<file path="src/rtl/bin_pkg.sv">
// Shared types and image constants for the binarization run controller.
package bin_pkg;

  localparam int IMG_WIDTH  = 256;
  localparam int IMG_HEIGHT = 256;
  localparam int IMG_ADDR_W = 16;
  localparam int THRES_MAX  = 127;

  typedef enum logic [3:0] {
    ST_IDLE,
    ST_INT_PULSE,
    ST_INT_ACK,
    ST_INT_RUN,
    ST_BIN_PULSE,
    ST_BIN_ACK,
    ST_BIN_RUN,
    ST_READ,
    ST_DONE
  } bin_state_e;

  function automatic logic [7:0] sat_thres(input logic [7:0] t, input logic [7:0] lim);
    return (t > lim) ? lim : t;
  endfunction

endpackage

</file>
<file path="src/rtl/bin_sequencer_if.sv">
// Valid/ready stream carrying the binary map out of the sequencer.
interface bin_sequencer_if #(
  parameter int ADDR_W = bin_pkg::IMG_ADDR_W
);
  logic              out_valid;
  logic              out_ready;
  logic              out_pixel;
  logic [ADDR_W-1:0] out_addr;
  logic              out_last;

  modport master (output out_valid, output out_pixel, output out_addr, output out_last,
                  input out_ready);
  modport slave  (input out_valid, input out_pixel, input out_addr, input out_last,
                  output out_ready);
endinterface

</file>
<file path="src/rtl/bin_out_stage.sv">
// Single-entry output register: loads when empty or when its beat is taken,
// and refuses further loads once the final beat is held.
module bin_out_stage #(
  parameter int ADDR_W = 16
) (
  input  logic              clk,
  input  logic              srst,
  input  logic              en_i,
  input  logic              pixel_i,
  input  logic [ADDR_W-1:0] addr_i,
  input  logic              last_i,
  input  logic              ready_i,
  output logic              load_o,
  output logic              valid_o,
  output logic              pixel_o,
  output logic [ADDR_W-1:0] addr_o,
  output logic              last_o
);
  logic              valid_q;
  logic              pixel_q;
  logic [ADDR_W-1:0] addr_q;
  logic              last_q;

  assign load_o = en_i && (!valid_q || (ready_i && !last_q));

  always_ff @(posedge clk) begin
    if (srst) begin
      valid_q <= 1'b0;
      pixel_q <= 1'b0;
      addr_q  <= '0;
      last_q  <= 1'b0;
    end else if (load_o) begin
      valid_q <= 1'b1;
      pixel_q <= pixel_i;
      addr_q  <= addr_i;
      last_q  <= last_i;
    end else if (valid_q && ready_i) begin
      valid_q <= 1'b0;
    end
  end

  assign valid_o = valid_q;
  assign pixel_o = pixel_q;
  assign addr_o  = addr_q;
  assign last_o  = last_q;
endmodule

</file>
<file path="src/rtl/bin_sequencer.sv">
// Run controller: integral pass, binarization pass, then raster readout.
// Optional watchdog on the wait states is enabled with BIN_SEQ_TIMEOUT_EN.
module bin_sequencer import bin_pkg::*; #(
  parameter int WIDTH     = IMG_WIDTH,
  parameter int HEIGHT    = IMG_HEIGHT,
  parameter int ADDR_W    = IMG_ADDR_W,
  parameter int THRES_MAX = bin_pkg::THRES_MAX
`ifdef BIN_SEQ_TIMEOUT_EN
  , parameter int TIMEOUT_CYCLES = 70000
`endif
) (
  input  logic                bin_clk,
  input  logic                bin_rst,
  input  logic                start,
  input  logic [7:0]          thres_in,
  input  logic [1:0]          core_status,
  output logic                int_ctrl,
  output logic                bin_ctrl,
  output logic [7:0]          thres_length,
  output logic [ADDR_W-1:0]   pixel_address,
  input  logic                bin_data,
  bin_sequencer_if.master     out_if,
  output logic                busy,
  output logic                done,
  output logic                error
);
  localparam logic [7:0]        THRES_SAT = 8'(THRES_MAX);
  localparam logic [ADDR_W-1:0] LAST_ADDR = ADDR_W'(WIDTH * HEIGHT - 1);

  bin_state_e        state_q, state_d;
  logic [7:0]        thres_q;
  logic [ADDR_W-1:0] addr_q;
  logic              accept;
  logic              at_last;
  logic              read_en;
  logic              load;
  logic              timeout;

  // The core is not reset with us, so a start is only taken once it is idle.
  assign accept  = (state_q == ST_IDLE) && start && (core_status == 2'b00);
  assign at_last = (addr_q == LAST_ADDR);
  assign read_en = (state_q == ST_READ);

  always_ff @(posedge bin_clk) begin
    if (bin_rst) state_q <= ST_IDLE;
    else         state_q <= state_d;
  end

  always_comb begin
    state_d = state_q;
    unique case (state_q)
      ST_IDLE:      if (accept) state_d = ST_INT_PULSE;
      ST_INT_PULSE: state_d = ST_INT_ACK;
      ST_INT_ACK:   if (timeout) state_d = ST_IDLE;
                    else if (core_status[0]) state_d = ST_INT_RUN;
      ST_INT_RUN:   if (timeout) state_d = ST_IDLE;
                    else if (!core_status[0]) state_d = ST_BIN_PULSE;
      ST_BIN_PULSE: state_d = ST_BIN_ACK;
      ST_BIN_ACK:   if (timeout) state_d = ST_IDLE;
                    else if (core_status[1]) state_d = ST_BIN_RUN;
      ST_BIN_RUN:   if (timeout) state_d = ST_IDLE;
                    else if (!core_status[1]) state_d = ST_READ;
      ST_READ:      if (out_if.out_valid && out_if.out_ready && out_if.out_last) state_d = ST_DONE;
      ST_DONE:      state_d = ST_IDLE;
      default:      state_d = ST_IDLE;
    endcase
  end

  always_comb begin
    int_ctrl = 1'b0;
    bin_ctrl = 1'b0;
    done     = 1'b0;
    busy     = 1'b1;
    unique case (state_q)
      ST_IDLE:      busy     = 1'b0;
      ST_INT_PULSE: int_ctrl = 1'b1;
      ST_BIN_PULSE: bin_ctrl = 1'b1;
      ST_DONE:      done     = 1'b1;
      default:      ;
    endcase
  end

  // Address wraps to zero after the final load and stays there until the next run.
  always_ff @(posedge bin_clk) begin
    if (bin_rst) begin
      thres_q <= 8'd0;
      addr_q  <= '0;
    end else begin
      if (accept) begin
        thres_q <= sat_thres(thres_in, THRES_SAT);
        addr_q  <= '0;
      end else if (load) begin
        addr_q  <= at_last ? '0 : addr_q + ADDR_W'(1);
      end
    end
  end

`ifdef BIN_SEQ_TIMEOUT_EN
  localparam int TW = $clog2(TIMEOUT_CYCLES + 1);

  logic [TW-1:0] timer_q, timer_d;
  logic          wait_state;
  logic          error_q;

  assign wait_state = (state_q == ST_INT_ACK) || (state_q == ST_INT_RUN) ||
                      (state_q == ST_BIN_ACK) || (state_q == ST_BIN_RUN);
  assign timeout    = wait_state && (timer_q == TW'(TIMEOUT_CYCLES - 1));

  always_comb begin
    timer_d = timer_q + TW'(1);
    if (!wait_state || (state_d != state_q)) timer_d = '0;
  end

  always_ff @(posedge bin_clk) begin
    if (bin_rst) begin
      timer_q <= '0;
      error_q <= 1'b0;
    end else begin
      timer_q <= timer_d;
      if (accept)       error_q <= 1'b0;
      else if (timeout) error_q <= 1'b1;
    end
  end

  assign error = error_q;
`else
  assign timeout = 1'b0;
  assign error   = 1'b0;
`endif

  bin_out_stage #(.ADDR_W(ADDR_W)) u_out_stage (
    .clk     (bin_clk),
    .srst    (bin_rst),
    .en_i    (read_en),
    .pixel_i (bin_data),
    .addr_i  (addr_q),
    .last_i  (at_last),
    .ready_i (out_if.out_ready),
    .load_o  (load),
    .valid_o (out_if.out_valid),
    .pixel_o (out_if.out_pixel),
    .addr_o  (out_if.out_addr),
    .last_o  (out_if.out_last)
  );

  assign thres_length  = thres_q;
  assign pixel_address = addr_q;
endmodule

</file>
<file path="src/flat_wrapper.sv">
// flat-port wrapper written by rule: the top's interface ports become plain ports
module bin_sequencer_flat import bin_pkg::*;
#(
  parameter int WIDTH     = IMG_WIDTH,
  parameter int HEIGHT    = IMG_HEIGHT,
  parameter int ADDR_W    = IMG_ADDR_W,
  parameter int THRES_MAX = bin_pkg::THRES_MAX

)
  (bin_clk, bin_rst, start, thres_in, core_status, int_ctrl, bin_ctrl, thres_length, pixel_address, bin_data, busy, done, error, out_if_out_valid, out_if_out_pixel, out_if_out_addr, out_if_out_last, out_if_out_ready);
  bin_sequencer_if #(.ADDR_W(ADDR_W)) out_if_i ();
  input  logic bin_clk;
  input  logic bin_rst;
  input  logic start;
  input  logic [7:0] thres_in;
  input  logic [1:0] core_status;
  output logic int_ctrl;
  output logic bin_ctrl;
  output logic [7:0] thres_length;
  output logic [ADDR_W-1:0] pixel_address;
  input  logic bin_data;
  output logic busy;
  output logic done;
  output logic error;
  output wire logic [$bits(out_if_i.out_valid)-1:0] out_if_out_valid;
  output wire logic [$bits(out_if_i.out_pixel)-1:0] out_if_out_pixel;
  output wire logic [$bits(out_if_i.out_addr)-1:0] out_if_out_addr;
  output wire logic [$bits(out_if_i.out_last)-1:0] out_if_out_last;
  input wire logic [$bits(out_if_i.out_ready)-1:0] out_if_out_ready;
  assign out_if_out_valid = out_if_i.out_valid;
  assign out_if_out_pixel = out_if_i.out_pixel;
  assign out_if_out_addr = out_if_i.out_addr;
  assign out_if_out_last = out_if_i.out_last;
  assign out_if_i.out_ready = out_if_out_ready;
  bin_sequencer #(.WIDTH(WIDTH), .HEIGHT(HEIGHT), .ADDR_W(ADDR_W), .THRES_MAX(THRES_MAX)) u_core (.bin_clk(bin_clk), .bin_rst(bin_rst), .start(start), .thres_in(thres_in), .core_status(core_status), .int_ctrl(int_ctrl), .bin_ctrl(bin_ctrl), .thres_length(thres_length), .pixel_address(pixel_address), .bin_data(bin_data), .out_if(out_if_i), .busy(busy), .done(done), .error(error));
endmodule
</file>
<file path="config.mk">
export PLATFORM = sky130hd
export DESIGN_NAME = bin_sequencer_flat
export DESIGN_NICKNAME = d
export VERILOG_FILES = /design/src/rtl/bin_pkg.sv /design/src/rtl/bin_sequencer_if.sv /design/src/rtl/bin_out_stage.sv /design/src/rtl/bin_sequencer.sv /design/src/flat_wrapper.sv
export SDC_FILE = /design/constraint.sdc
export NUM_CORES = 1
export LEC_CHECK = 0
export CORE_MARGIN = 1
export CORE_UTILIZATION = 42
export CTS_CLUSTER_DIAMETER = 200
export CTS_CLUSTER_SIZE = 40
export DETAILED_ROUTE_END_ITERATION = 7
export GPL_TIMING_DRIVEN = 1
export PLACE_DENSITY = 0.75
export SYNTH_ARGS = -nofsm -noshare
export SYNTH_HDL_FRONTEND = slang
export SYNTH_SLANG_ARGS = --single-unit
export TNS_END_PERCENT = 50
</file>
<file path="constraint.sdc">
create_clock -name bin_clk -period 1.7 [get_ports bin_clk]
set_input_delay 0.34 -clock bin_clk [delete_from_list [all_inputs] [get_ports bin_clk]]
set_output_delay 0.34 -clock bin_clk [all_outputs]
set_load 0.02 [all_outputs]
</file>
# ---- Word-level counts from Yosys, hierarchy flattened
# Cells that the tools add are included.
# W data, S select, Z words.
dict set report classes {
  n_eq_ne 15
  n_mux 15
  order_cmp 1
  addsub 1
  reduce_logical 14
}
# cell n
set op_table {}
lappend op_table {{$pmux W4 S8} 1}
lappend op_table {{$mux W4} 6}
lappend op_table {{$add A16 B1 Y16 const B} 1}
lappend op_table {{$eq A16 B16 Y1 const B} 1}
lappend op_table {{$eq A4 B3 Y1 const B} 4}
lappend op_table {{$mux W16} 1}
lappend op_table {{$eq A4 B2 Y1 const B} 2}
lappend op_table {{$gt A8 B7 Y1 const B} 1}
lappend op_table {{$mux W8} 1}
lappend op_table {{$ne A2 B2 Y1 const B} 4}
lappend op_table {{$logic_and A1 B1 Y1} 6}
lappend op_table {{$mux W1} 6}
lappend op_table {{$reduce_and A6 Y1} 1}
lappend op_table {{$eq A4 B1 Y1 const B} 1}
lappend op_table {{$eq A4 B4 Y1 const B} 1}
lappend op_table {{$logic_not A4 Y1} 1}
lappend op_table {{$ne A2 B1 Y1 const B} 2}
lappend op_table {{$logic_not A1 Y1} 2}
lappend op_table {{$logic_not A2 Y1} 1}
lappend op_table {{$reduce_bool A2 Y1} 1}
lappend op_table {{$reduce_or A2 Y1} 1}
lappend op_table {{$logic_or A1 B1 Y1} 1}
dict set report totals {
  elab_cells 53
  out_inout_bits 48
  inputBits 15
  register_bits 47
}

# ---- Depth between registers and ports, before layout
# Gate-level depths: netlist of run 1.
dict set report logic_depth {
  depth_word 5
  ltp_mapped 8
  depth_no_buf 5
}

# ---- Modules after synthesis
# Synthesis of run 1 repeated with hierarchy kept, for this count alone.
dict set report unflattened {
  hier_cells 247
  hier_area_um2 2307.2
}
# mod cells_per_inst instances area_per_inst_um2
set modules_own_cells {}
lappend modules_own_cells {bin_sequencer 162 1 1380.1}
lappend modules_own_cells {bin_out_stage 85 1 927.1}

# ---- Worst setup path after synthesis of run 1
# No wires, ideal clock.
dict set report synth_path {
  path_type {flip-flop to flip-flop}
  start {register u_core.addr_q[0] (netlist: u_core.pixel_address[0])}
  end {register u_core.addr_q[15] (netlist: u_core.pixel_address[15])}
  required_time_ns 1.581
  arrival_time_ns 1.637
  period_less_slack_ns 1.755
  setup_time_ns 0.119
  setup_slack_ns -0.055
  stages_incl_launch_ff 6
  path_cell_list {dfxtp_1 > ha_1 > nand3_1 > a211oi_1 > a21oi_1 > o221a_2}
}
dict set report synth_via {
  elab_chain_len 2
  elab_cells_between_ends 3
  classes_between {1 x add/sub; 1 x eq/ne; 1 x mux}
}
# element line
set synth_lines {}
lappend synth_lines {{start: declaration} bin_sequencer.sv:32} ;# logic [ADDR_W-1:0] addr_q;
lappend synth_lines {{start signal: assignment} bin_sequencer.sv:93} ;# addr_q <= at_last ? '0 : addr_q + ADDR_W'(1);
lappend synth_lines {{$add A16 B1 Y16 / $eq A16 B16 Y1 (equally long branches)} {bin_sequencer.sv:93, bin_sequencer.sv:41}}
lappend synth_lines {{$mux W16 (*)} bin_sequencer.sv:93}
# Mark *: on every way between the ends. The rest lies on a longest branch, timed or not.
# A chain may end at the register's enable or synchronous reset.

# ---- Worst setup path in the final report of run 1
dict set report layout_path {
  start {register u_core.state_q[1]}
  end {register u_core.state_q[0]}
}
dict set report layout_via {
  elab_chain_len 5
  elab_cells_between_ends 18
  classes_between {13 x eq/ne; 1 x mux; 4 x reduce/logical}
}
# element line
set layout_lines {}
lappend layout_lines {{start: declaration} bin_sequencer.sv:30} ;# bin_state_e state_q, state_d;
lappend layout_lines {{start signal: assignment} bin_sequencer.sv:46} ;# else state_q <= state_d;
lappend layout_lines {{$logic_not A4 Y1} {bin_sequencer.sv:40, bin_sequencer.sv:51}}
lappend layout_lines {{$logic_and A1 B1 Y1 (2 in series)} bin_sequencer.sv:40} ;# assign accept = (state_q == ST_IDLE) && start && (core_status == 2'b00);
lappend layout_lines {{$ne A2 B1 Y1 (no line)} n/a}
lappend layout_lines {{$reduce_and A6 Y1 (no line)} n/a}
# Parallel ways exist; a longest one is shown, timed or not.

==> run summary, run 1 <==
Ranking of synthesized cells by instance count: 47 x dfxtp_1, 43 x nand2_1, 34 x a21oi_1, 18 x nor3_1, 12 x nor2_1
GP Congestion: 0.777
Clk_skew: 9.68 ps
H-tree Lvls: 2
Synthesized net count: 271
Fill cells: 406
Startpoint types: flip-flop
Top cell type by total area after synthesis: dfxtp_1
FF-to-FF setup slack: 50 ps
Worst reg2reg startpoint: u_core.state_q[1]
Row count: 25
All-layer global routing usage: 0.212
Hold Startpoint: out_if_out_ready
Synth Register Bits: 47
EDFF count, synth: 0
Hold-fix buffers, CTS: 0
Syn Area/Cell: 8.28 sq um
Core area: 4790 sq um
CTS tree: built
Synthesis Warnings: 0
Reg2reg path depth: 4
DR DRC count: 0
Largest net degree at the start of global routing: 17
Initial antenna violation count: 0
PwrDens: 805 nW/um^2
Mapped Area: 2110 sq um
Synth cell types: 49
GR Overflow Total: 0
Clock transition at path regs: 80 ps
Max incr delay on CP: 530 ps
Die W: 72.9 um
# diodes: 0
Status: finished clean
Top cell type's share of synthesized area: 0.445
DR vias/cell: 5.24
Crit path cell chain: inv_1 -> or4_1 -> o211ai_1 -> mux2_2
Die Height: 72.9 um
Worst vdd ir: 0.000614 V
Hold Path Sink: u_core.u_out_stage.valid_o
Final Critical Period: 1650 ps
Final Setup Violations: 0
Via count of the routed design: 2205
Share of layout cells above drive strength 1: 0.229
Max cap viols: 0
Cell count after synthesis: 255
Period Utilization, post-route: 0.972
I/O Pins: 63
Clock sink count: 47
CP Max Fanout: 9
Clock buffer depth: 2
Synth-to-Final Area Change: 53.4%
Sequential fraction of the synthesis area: 0.445
Die Area: 5320 sq um
Fmax: 0.605 GHz
Ys flop type: dfxtp_1
Final WL: 5.40 mm
1st-pass router iterations: 4
Placed inst area: 3080 sq um
Top area cells in the synthesized netlist: dfxtp_1 45%, a21oi_1 8.1%, nand2_1 7.6%
Worst-Skew Late Latency: 300 ps
Worst setup EP type: flip-flop
Final hold viol count: 0
Critical Path RT: 1880 ps
Avg WL per Cell: 12.8 um
CP arrival: 1830 ps
CTS buffer count: 5
Initial DRC Count: 94
Slowest-stage cell, CP: or4_1
Count leader, synth: dfxtp_1
Port bufs: 61
Starting Density: 0.441
Final ANT Viol Nets: 0
Vias in the first global route: 1969
FF-to-FF End: u_core.state_q[0]
Ys async rst share: 0
HPWL after DPL: 3.95 mm
HP Class: in2reg
Depth of the worst hold-timing path: 3
Crit Path Class: reg2reg
Root Buffer: clkbuf_8
Final net count: 370
Global-route wire length before repair: 8.84 mm
Final instance area: 3240 sq um
Max-slew violation count: 0
RSZ-0062 raised after global routing: yes
Total power draw: 2.61 mW
Pleak: 1.35 nW
==> worst max-delay path: cells and delay by family (launching register included) <==
family / cells / cell delay, ps
muxes: 1 / 370
AOI/OAI and AO/OA: 1 / 160
DFF: 1 / 410
buffers and inverters: 1 / 70
and+or+nand+nor: 1 / 530
==> per-stage QoR <==
stage | setup TNS, ps | util | hold WS [ps] | std cells | setup WS [ps]
floorplan | -64.1 | - | 476 | 255 | -32.5
finish | 0 | 0.677 | 412 | 421 | 48.1
detailed placement | -6630 | 0.644 | 446 | 412 | -356
global placement | -5870 | 0.644 | 442 | 412 | -302
CTS | 0 | 0.665 | 457 | 421 | 3.64
global route | -193 | 0.677 | 444 | 421 | -37.9
==> per-layer routing <==
metal	wire length, um	vias to the layer above	GRT usage	part of all wire
met4	48	0	0.0545	0.0089
met2	2740	64	0.368	0.51
met3	203	6	0.0373	0.038
met1	2400	1025	0.272	0.44
li1	-	1110	-	-
met5	0	-	0	0
==> repair_timing <==
item	CTS	global route
endpoints found under the hold margin	0	0
setup buffers	2	0
pin swaps	1	5
setup endpoints to repair	22	29
gates resized for setup	30	21
==> cell type report <==
class | instances | area (sq um) | share of cell area
Inverter | 6 | 22.5 | 0.00695
Multi-Input combinational cell | 185 | 1110 | 0.343
Clock buffer | 6 | 82.6 | 0.0255
Timing Repair Buffer | 109 | 981 | 0.303
Tap cell | 67 | 83.8 | 0.0259
Clock inverter | 1 | 5.00 | 0.00154
Sequential cell | 47 | 955 | 0.295
==> state kept, by name (all words and copies together) (netlist names) <==
signal and cells:
u_core.pixel_address 16, u_core.u_out_stage.addr_o 16, u_core.thres_length 8, u_core.state_q 4
u_core.u_out_stage.last_o 1, u_core.u_out_stage.pixel_o 1, u_core.u_out_stage.valid_o 1
==> power breakdown <==
group          internal [mW]  switching, mW  total, mW
clock                  0.319          0.352      0.672
combinational          0.394          0.325      0.719
sequential              1.15         0.0642       1.22
==> cell families after synthesis <==
group	after synthesis	share of synthesized area
mux	2	0.0101
flops	47	0.445
xor+xnor	4	0.0166
other cells	1	0.00178
compound gates	61	0.181
buf+inv	23	0.0521
simple gates	116	0.287
fa+ha+maj	1	0.00592
==> worst max path at each step <==
stage                              from                       to  slack, ps  depth (start not counted)
2_1_floorplan         u_core.state_q[1]        u_core.state_q[0]        -30                          6
3_3_place_gp           out_if_out_ready  u_core.pixel_address[7]       -300                          6
3_5_place_dp           out_if_out_ready  u_core.pixel_address[6]       -360                          6
4_1_cts        u_core.pixel_address[13]        pixel_address[13]          4                          1
5_1_grt               u_core.state_q[3]  u_core.pixel_address[7]        -40                          5
6_report              u_core.state_q[1]        u_core.state_q[0]         50                          4
==> placed cells by master, fill, tap and decap left out, types with 8 or more instances in the layout <==
cell and n:
a21oi_1 31, clkdlybuf4s50_1 39, nor3_1 18, buf_4 46
nand2_1 43, nand3_1 8, dlymetal6s2s_1 8, nor2_1 12
dlygate4sd2_1 10, dfxtp_1 42
Power figures use the tool's default switching activity.
==> run 2: changes to the inputs <==
--- a/config.mk
+++ b/config.mk
@@ -15,4 +15,4 @@
 export SYNTH_ARGS = -nofsm -noshare
 export SYNTH_HDL_FRONTEND = slang
 export SYNTH_SLANG_ARGS = --single-unit
-export TNS_END_PERCENT = 50
+export TNS_END_PERCENT = 5
==> run summary, run 2 (synthesized netlist as in run 1, its figures left out) <==
Pleak: 1.35 nW (about the same)
Initial DRC Count: 83 (was 94)
Slowest-stage cell, CP: or4_1 (unchanged)
Non-Filler Instances: 419 (was 421)
FF-to-FF setup slack: 40 ps (was 50 ps)
Max incr delay on CP: 520 ps (was 530 ps)
Final Setup Violations: 0 (unchanged)
Worst path bufs/invs: 1 (unchanged)
HP Class: in2reg (unchanged)
Global-route wire length before repair: 8.85 mm (was 8.84 mm)
Via count of the routed design: 2187 (was 2205)
DR DRC count: 0 (unchanged)
Largest net degree at the start of global routing: 17 (unchanged)
Vias in the first global route: 1973 (was 1969)
Worst reg2reg startpoint: u_core.state_q[1] (unchanged)
Fill cells: 411 (was 406)
Critical Path End: u_core.state_q[0] (unchanged)
Clk_skew: 10.3 ps (was 9.68 ps)
CP top delay family: simple AND/OR/NAND/NOR gates (unchanged)
Core area: 4790 sq um (unchanged)
H-tree Lvls: 2 (unchanged)
Final ANT Viol Nets: 0 (unchanged)
Die Area: 5320 sq um (unchanged)
Starting Density: 0.441 (unchanged)
Crit path cell chain: inv_1 -> or4_1 -> o211ai_1 -> mux2_2 (unchanged)
FF-to-FF End: u_core.state_q[0] (unchanged)
All-layer global routing usage: 0.212 (about the same)
Clock transition at path regs: 80 ps (about the same)
RSZ-0062 raised after global routing: yes (unchanged)
WP depth: 4 (unchanged)
HPWL after DPL: 3.95 mm (unchanged)
Max-slew violation count: 0 (unchanged)
Synth-to-Final Area Change: 53.1% (was 53.4%)
Final WL: 5.36 mm (was 5.40 mm)
Max cap viols: 0 (unchanged)
Critical Path RT: 1880 ps (about the same)
GR Overflow Total: 0 (unchanged)
Worst-Skew Late Latency: 300 ps (about the same)
Final Critical Period: 1660 ps (was 1650 ps)
Die W: 72.9 um (unchanged)
GP Congestion: 0.777 (unchanged)
Dpl cells: 412 (unchanged)
Root Buffer: clkbuf_8 (unchanged)
CP Max Fanout: 9 (unchanged)
Clock buffer depth: 2 (unchanged)
CTS tree: built (unchanged)
Most frequent cells in the layout: 43 x nand2_1, 42 x buf_4, 42 x dfxtp_1 (was 46 x buf_4, 43 x nand2_1, 42 x dfxtp_1)
Worst vdd ir: 0.000613 V (was 0.000614 V)
Clock sink count: 47 (unchanged)
# diodes: 0 (unchanged)
Status: finished clean (unchanged)
Reg2reg path depth: 4 (unchanged)
Share of layout cells above drive strength 1: 0.227 (was 0.229)
Final hold viol count: 0 (unchanged)
Worst setup EP type: flip-flop (unchanged)
Crit Path Class: reg2reg (unchanged)
1st-pass router iterations: 4 (unchanged)
Most common cell after layout, fill and taps aside: nand2_1 (was buf_4)
Port bufs: 61 (unchanged)
CTS buffer count: 5 (unchanged)
Critical path origin: u_core.state_q[1] (unchanged)
Hold-fix buffers, CTS: 0 (unchanged)
Final net count: 368 (was 370)
CP arrival: 1840 ps (was 1830 ps)
Period Utilization, post-route: 0.974 (was 0.972)
PwrDens: 785 nW/um^2 (was 805 nW/um^2)
Die Height: 72.9 um (unchanged)
Avg WL per Cell: 12.8 um (about the same)
I/O Pins: 63 (unchanged)
Startpoint types: flip-flop (unchanged)
Row count: 25 (unchanged)
Worst Hold Slack: 418 ps (was 412 ps)
Fmax: 0.604 GHz (was 0.605 GHz)
DR vias/cell: 5.22 (was 5.24)
Initial antenna violation count: 0 (unchanged)
[run 2: cell types whose count changed in the layout (fill, tap and decap cells not counted)]
cell / change
a2bb2oi_1: +1
or4_4: +2
buf_6: +2
a2bb2oi_2: -1
buf_4: -4
or4_1: -2
[run 2: layout make-up]
cell class	instances	area, sq um	share of cell area
clock buffers	6	82.6	0.0255
clock inverters	1	5.00	0.00155
inverters	6	22.5	0.00696
multi-input cells	185	1110	0.344
flip-flops and latches	47	955	0.295
well taps	67	83.8	0.0259
repair buffers	107	973	0.301
[run 2: worst min-delay path by stage]
stage                                            start                      endpoint  slack (ps)  cells past startpoint
after detailed placement  u_core.u_out_stage.addr_o[1]  u_core.u_out_stage.addr_o[1]         450                      2
after CTS                 u_core.u_out_stage.addr_o[1]  u_core.u_out_stage.addr_o[1]         460                      2
final                                 out_if_out_ready    u_core.u_out_stage.valid_o         420                      3
after global placement          u_core.thres_length[7]        u_core.thres_length[7]         440                      1
after floorplan                               bin_data    u_core.u_out_stage.pixel_o         480                      2
after global routing                  out_if_out_ready    u_core.u_out_stage.valid_o         460                      3
[run 2: where the power goes]
part	switching (mW)	internal, mW	leakage (nW)	total, mW
Combinational	0.307	0.342	0.921	0.649
Clock	0.353	0.319	0.0470	0.673
Sequential	0.0645	1.15	0.383	1.22
[run 2: repair_timing]
action                                  4_1_cts  5_1_grt
pin swaps                                     1        6
resized for setup                            27       27
endpoints found under the setup margin       22       30
setup buffers                                 0        0
cloned                                        0        0
[run 2: stage by stage]
stage / utilization / power [mW] / cell area (sq um) / setup slack, ps / setup TNS (ps)
after global routing: 0.676 / 2.65 / 3230 / -27.8 / -57.0
after floorplan: - / 1.56 / 2120 / -32.5 / -64.1
final: 0.676 / 2.54 / 3230 / 44.6 / 0
after global placement: 0.644 / 1.88 / 3080 / -302 / -5870
after CTS: 0.662 / 2.55 / 3170 / -48.9 / -66.4
after detailed placement: 0.644 / 1.88 / 3080 / -356 / -6630
[run 2: per-layer routing]
metal	vias to the layer above	part of all wire	GRT usage
met5	-	0	0
met3	4	0.048	0.0387
li1	1101	-	-
met1	1013	0.45	0.272
met2	69	0.50	0.366
met4	0	0.0062	0.0588
[run 2: worst min-delay path, stage by stage]
cell	delay (ps)
dlymetal6s2s_1	150
nand2b_1	120
a21oi_1	60
